===== src/rtl/dcm_multi.sv =====
// Multi-channel programmable clock divider. Each channel swaps divider codes
// only on a half-period boundary so that clk_out never glitches.
module dcm_multi #(
    parameter int NCH   = 4,
    parameter int CH_W  = 2,
    parameter int DIV_W = 9
) (
    input  logic               clk,
    input  logic               rst,
    input  logic               update,
    input  logic [CH_W-1:0]    ch_sel,
    input  logic [2:0]         prog_in,
    output logic [3*NCH-1:0]   prog_out,
    output logic [NCH-1:0]     pending,
    output logic               clk_1,
    output logic [NCH-1:0]     clk_out,
    output logic [NCH-1:0]     tick
);

    logic [NCH-1:0][2:0]       a_q, a_d, p_q, p_d;
    logic [NCH-1:0]            f_q, f_d, t_q, t_d;
    logic [NCH-1:0][DIV_W-1:0] c_q, c_d;
    logic [NCH-1:0][DIV_W-1:0] half;
    logic                      wr_en;

    function automatic logic [DIV_W-1:0] half_of(input logic [2:0] code);
        case (code)
            3'd1:    half_of = DIV_W'(1);
            3'd2:    half_of = DIV_W'(2);
            3'd3:    half_of = DIV_W'(5);
            3'd4:    half_of = DIV_W'(8);
            3'd5:    half_of = DIV_W'(16);
            3'd6:    half_of = DIV_W'(32);
            3'd7:    half_of = DIV_W'(64);
            default: half_of = DIV_W'(0);
        endcase
    endfunction

    assign wr_en = update && (int'(ch_sel) < NCH);

    always_comb begin
        half = '0;
        for (int i = 0; i < NCH; i++) begin
            half[i] = half_of(a_q[i]);
        end
    end

    always_comb begin
        a_d = a_q;
        p_d = p_q;
        f_d = f_q;
        c_d = c_q;
        t_d = t_q;
        for (int i = 0; i < NCH; i++) begin
            if (a_q[i] == 3'd0) begin
                c_d[i] = DIV_W'(1);
                t_d[i] = 1'b0;
                if (f_q[i]) begin
                    a_d[i] = p_q[i];
                    f_d[i] = 1'b0;
                end
            end else if (c_q[i] == half[i]) begin
                c_d[i] = DIV_W'(1);
                t_d[i] = ~t_q[i];
                // Entering bypass waits for the falling toggle so clk_out lands low.
                if (f_q[i] && ((p_q[i] != 3'd0) || t_q[i])) begin
                    a_d[i] = p_q[i];
                    f_d[i] = 1'b0;
                end
            end else begin
                c_d[i] = c_q[i] + DIV_W'(1);
            end
            // A write on an apply edge lands after the apply, so it stays pending.
            if (wr_en && (int'(ch_sel) == i)) begin
                p_d[i] = prog_in;
                f_d[i] = 1'b1;
            end
        end
    end

    always_ff @(posedge clk or posedge rst) begin
        if (rst) begin
            a_q <= '0;
            p_q <= '0;
            f_q <= '0;
            t_q <= '0;
            for (int i = 0; i < NCH; i++) begin
                c_q[i] <= DIV_W'(1);
            end
        end else begin
            a_q <= a_d;
            p_q <= p_d;
            f_q <= f_d;
            t_q <= t_d;
            c_q <= c_d;
        end
    end

    always_comb begin
        clk_out = '0;
        tick    = '0;
        for (int i = 0; i < NCH; i++) begin
            if (a_q[i] == 3'd0) begin
                clk_out[i] = clk;
                tick[i]    = 1'b1;
            end else begin
                clk_out[i] = t_q[i];
                tick[i]    = (c_q[i] == half[i]);
            end
        end
    end

    assign prog_out = a_q;
    assign pending  = f_q;
    assign clk_1    = clk;

endmodule


===== config.mk =====
export PLATFORM = sky130hd
export DESIGN_NAME = dcm_multi
export DESIGN_NICKNAME = d
export VERILOG_FILES = /design/src/rtl/dcm_multi.sv
export SDC_FILE = /design/constraint.sdc
export NUM_CORES = 1
export LEC_CHECK = 0
export ABC_CLOCK_PERIOD_IN_PS = 2200
export BUFFER_PORTS_ARGS = -buffer_cell sky130_fd_sc_hd__buf_2
export CAP_MARGIN = 5
export CORE_AREA = 2 2 95 97
export CTS_CLUSTER_SIZE = 14
export DETAILED_ROUTE_END_ITERATION = 8
export DIE_AREA = 0 0 97 99
export GPL_TIMING_DRIVEN = 0
export MAX_ROUTING_LAYER = met4
export PLACE_DENSITY = 0.68
export SETUP_SLACK_MARGIN = 0.2
export SYNTH_ARGS = -nofsm -noshare
export SYNTH_HDL_FRONTEND = slang
export SYNTH_SLANG_ARGS = --single-unit

===== constraint.sdc =====
create_clock -name clk -period 2.2 [get_ports clk]
set_clock_uncertainty 0.1 [all_clocks]
set_input_delay 0 -clock clk [delete_from_list [all_inputs] [get_ports clk]]
set_output_delay 0 -clock clk [all_outputs]
set_load 0.02 [all_outputs]

### Word level (Yosys, flattened, before mapping)

Index checks and enable logic that the tools add are counted.
Widths: inputs -> output; s select.

| storage, ports and cells | value |
|---|---|
| output and inout port bits | 25 |
| bits in registers | 68 |
| logic and storage cells | 172 |
| input port bits | 8 |

| operators by class | value |
|---|---|
| multiplexer cells | 60 |
| reduce and logical (&&, ||, !) cells | 45 |
| eq/ne operators | 39 |
| add/subtract/negate cells | 4 |
| bitwise gates (word level) | 4 |

Operators with widths:

| kind | number |
|---|---|
| $pmux 7 s7 | 4 |
| $mux 9 | 8 |
| $eq 3x3->1 const B | 16 |
| $mux 3 | 16 |
| $add 9x1->9 const B | 4 |
| $eq 9x9->1 | 4 |
| $reduce_bool 3->1 | 12 |
| $mux 1 | 32 |
| $eq 3x2->1 const B | 8 |
| $reduce_bool 2->1 | 8 |
| $eq 3x1->1 const B | 4 |
| $logic_not 3->1 | 4 |
| $reduce_and 3->1 | 4 |
| $logic_and 1x1->1 | 8 |
| $ne 2x2->1 const B | 4 |
| $reduce_and 2->1 | 4 |
| $eq 2x2->1 const B | 2 |
| $logic_or 1x1->1 | 4 |
| $not 1->1 | 4 |
| $eq 2x1->1 const B | 1 |
| $logic_not 2->1 | 1 |

### Longest topological paths before layout

| logic depth | value |
|---|---|
| depth in word-level cells | 7 |
| depth in mapped cells | 7 |
| gate-level depth less buffers | 5 |

==> metrics <==
status=finished, violations left; failing checks=setup timing; I/O pin cnt=33; number of synthesized register bits=68; RePlAce Congestion=0.805; Internal=5.45 mW; post-synthesis simple-gate area fraction=24.1%; # setup viols final=16; sequential share of the synthesized area=45.6%; number of synthesized flops with an enable pin=0; DIE AREA=9600 sq um; Synth Area in Compound Gates=12.5%; CTS tree=yes; Initial Utilization=43.8%; clock latency on the worst-skew pair=450 ps; Port Buffer Count=32; CP arrival=2300 ps; syn_nets=385; DRT Wirelength=9780 um; kind of critical path=reg2out; DR iter-0 viols=137; asr flop ratio synth=100%; fin crit period=2400 ps; Synth Area in Adders=1.34%; endpoints failing hold=0; fmax=417 MHz; fill count=624; share of cells above drive strength 1=43.9%; Worst slew margin=44.1%; largest family of logic cells by synthesized area=simple AND/OR/NAND/NOR gates; Critical Path Sink Type=output pin; total grt overflow=0; synth warn=0; count of cell types in the netlist=63; Area Overhead vs Synth=46.8%; Clk pwr share=17.8%; std cell rows=34; core area=8550 sq um; Most common cell on crit path=buf_6; VDD IR max=0.855 mV; max-cap violation count=0; Die Y=99 um; RSZ-0062 raised after global routing=true; Total Routing Usage GR=20.2%; largest net degree at the start of global routing=69; top_reg_cell synth=dfrtp_1; worst hold path type=in2async; worst-path cell chain=buf_6 > nand2b_4 > xnor2_1 > or4_4 > buf_6 > o31ai_4 > buf_6; Die W=97 um; Mapped Area=3740 sq um; clk slew on worst S/H paths=80 ps; Worst path slowest cell=or4_4; critical path peak fanout=3; Leak=2.33 nW; # diodes=0; Comb power frac=58.0%; vias=3,323; mux cell area share after synthesis=5.48%; ANT nets after route=0; Nets=494; DRT Pass-1 Iters=4; hpwl dp=5340 um; Post-Synth XOR/XNOR Area=7.49%; Setup crit start kind=flop; via/cell ratio=5.58; largest stage delay on the critical path=480 ps; post-route worst hold slack=166 ps; Slew Viols, Final=0; global-route wire length before repair=15,200 um; fin util=64.3%; fraction of the cycle the final worst path needs=109%; Psw=4.02 mW; vias in the first global route=3,234; sequential power share=24.2%; Slew @ Worst Pin=839 ps; Mean Syn Cell Area=10.0 sq um; Required @ worst endpoint=2100 ps; PwrDens=1720 nW/um^2; Final WS setup=-200 ps; residual DRC count=0; initial antenna violation count=0; Register-to-Register Path Depth=7; sw frac=42.5%; Pwr Total=9.47 mW; Wirelength per Cell=16.4 um; synthesized instance count=373
## cells in the mapped netlist (5+ instances only)
cell       n  area share [%]
xor2_1    24             5.6
and3_1     7             1.2
or4_1      5             1.0
nand2b_1  11             1.8
a22o_1     6             1.4
nand2_1   22             2.2
nand3b_1   9             1.8
inv_1     11             1.1
nand4_1    9             1.5
mux2_2    12             3.6
xnor2_1    8             1.9
nand3_1   13             1.7
clkbuf_1  10             1.0
nor2_1    48             4.8
mux2i_1    7             1.9
o21ai_0    7            0.94
dfrtp_1   64              43
## placed cells by master, fill, tap and decap left out, drive strengths merged, types with 7 or more instances in the layout
| cell type | Yosys | layout |
|---|---|---|
| nand2 | 22 | 22 |
| nand4 | 9 | 9 |
| xor2 | 24 | 24 |
| or4 | 7 | 7 |
| mux2 | 12 | 12 |
| clkbuf | 10 | 19 |
| dlygate4sd3 | 0 | 9 |
| nand3 | 13 | 13 |
| xnor2 | 8 | 8 |
| mux2i | 7 | 7 |
| nand3b | 9 | 9 |
| inv | 11 | 14 |
| o21ai | 9 | 9 |
| nand2b | 12 | 12 |
| dfrtp | 64 | 64 |
| and3 | 7 | 7 |
| nor2 | 48 | 48 |
| buf | 6 | 96 |
## final cells by class
type                    count  area (sq um)  area share, %
inverters                  10          40.0          0.729
plain buffers              16           189           3.44
multi-input cells         278          2400           43.7
clock inverters             7          80.1           1.46
well taps                 108           135           2.46
repair buffers             87           687           12.5
clock buffers              21           236           4.30
flip-flops and latches     68          1720           31.4
## kinds of logic after synthesis
| group | Yosys count |
|---|---|
| and+or+nand+nor | 164 |
| AOI/OAI and AO/OA | 59 |
| muxes | 19 |
| adders and majority gates | 4 |
| xor gates and xnor gates | 32 |
| buffers and inverters | 27 |
| DFF | 68 |
## critical path: cells and delay by family (launching register included)
family / cells / cell delay (ps)
flip-flops: 1 / 420
AND/OR/NAND/NOR: 2 / 610
AO/OA/AOI/OAI: 1 / 270
XOR/XNOR: 1 / 120
buffers and inverters: 3 / 420
## power by group through the flow
stage	sequential [mW]	clock, mW	combinational, mW
6_report	2.29	1.69	5.49
5_1_grt	2.36	1.79	5.84
4_1_cts	2.26	1.63	4.46
3_5_place_dp	2.29	0.208	3.15
3_3_place_gp	2.27	0.208	3.09
2_1_floorplan	2.32	0.152	2.36
## layer usage
metal	part of all wire (%)	vias up	global-route usage, %	wire length [um]
met2	49	77	30.8	4820
li1	-	1568	-	-
met3	3.2	25	4.47	313
met4	2.6	0	9.53	257
met5	0	-	-	0
met1	45	1653	25.8	4380
## sequential cells by signal, indices dropped and copies added, names as in the netlist
signal    count
c_q          36
p_q          12
prog_out     12
pending       4
t_q           4
## metrics by stage
step	setup WS [ps]	instance area, sq um	instances	TNS (ps)
finish	-200	5490	595	-1620
global route	-283	5490	595	-2850
CTS	-240	5090	580	-1240
detailed placement	-336	4190	513	-2750
global placement	-649	4190	513	-32140
floorplan	-286	3890	373	-1630
## worst paths after layout
path | slack, ps | from | to
worst max-delay path | -200 | prog_out[8] | tick[2]
min in group clk | 280 | prog_in[2] | p_q[5]
worst max register to register | -200 | prog_out[8] | prog_out[8]
worst min register to register | 430 | c_q[18] | c_q[18]
worst min-delay path | 170 | rst | c_q[24]
max in group asynchronous | 1240 | rst | prog_out[1]
## repair_timing
action | 4_1_cts | 5_1_grt
gates cloned | 2 | 0
setup buffers | 34 | 15
endpoints found under the hold margin | 80 | 0
setup endpoints to repair | 42 | 52
gates resized for setup | 75 | 69
pin swaps | 18 | 20
hold buffers | 9 | 0
No activity file was read; power rests on OpenSTA's default activity.
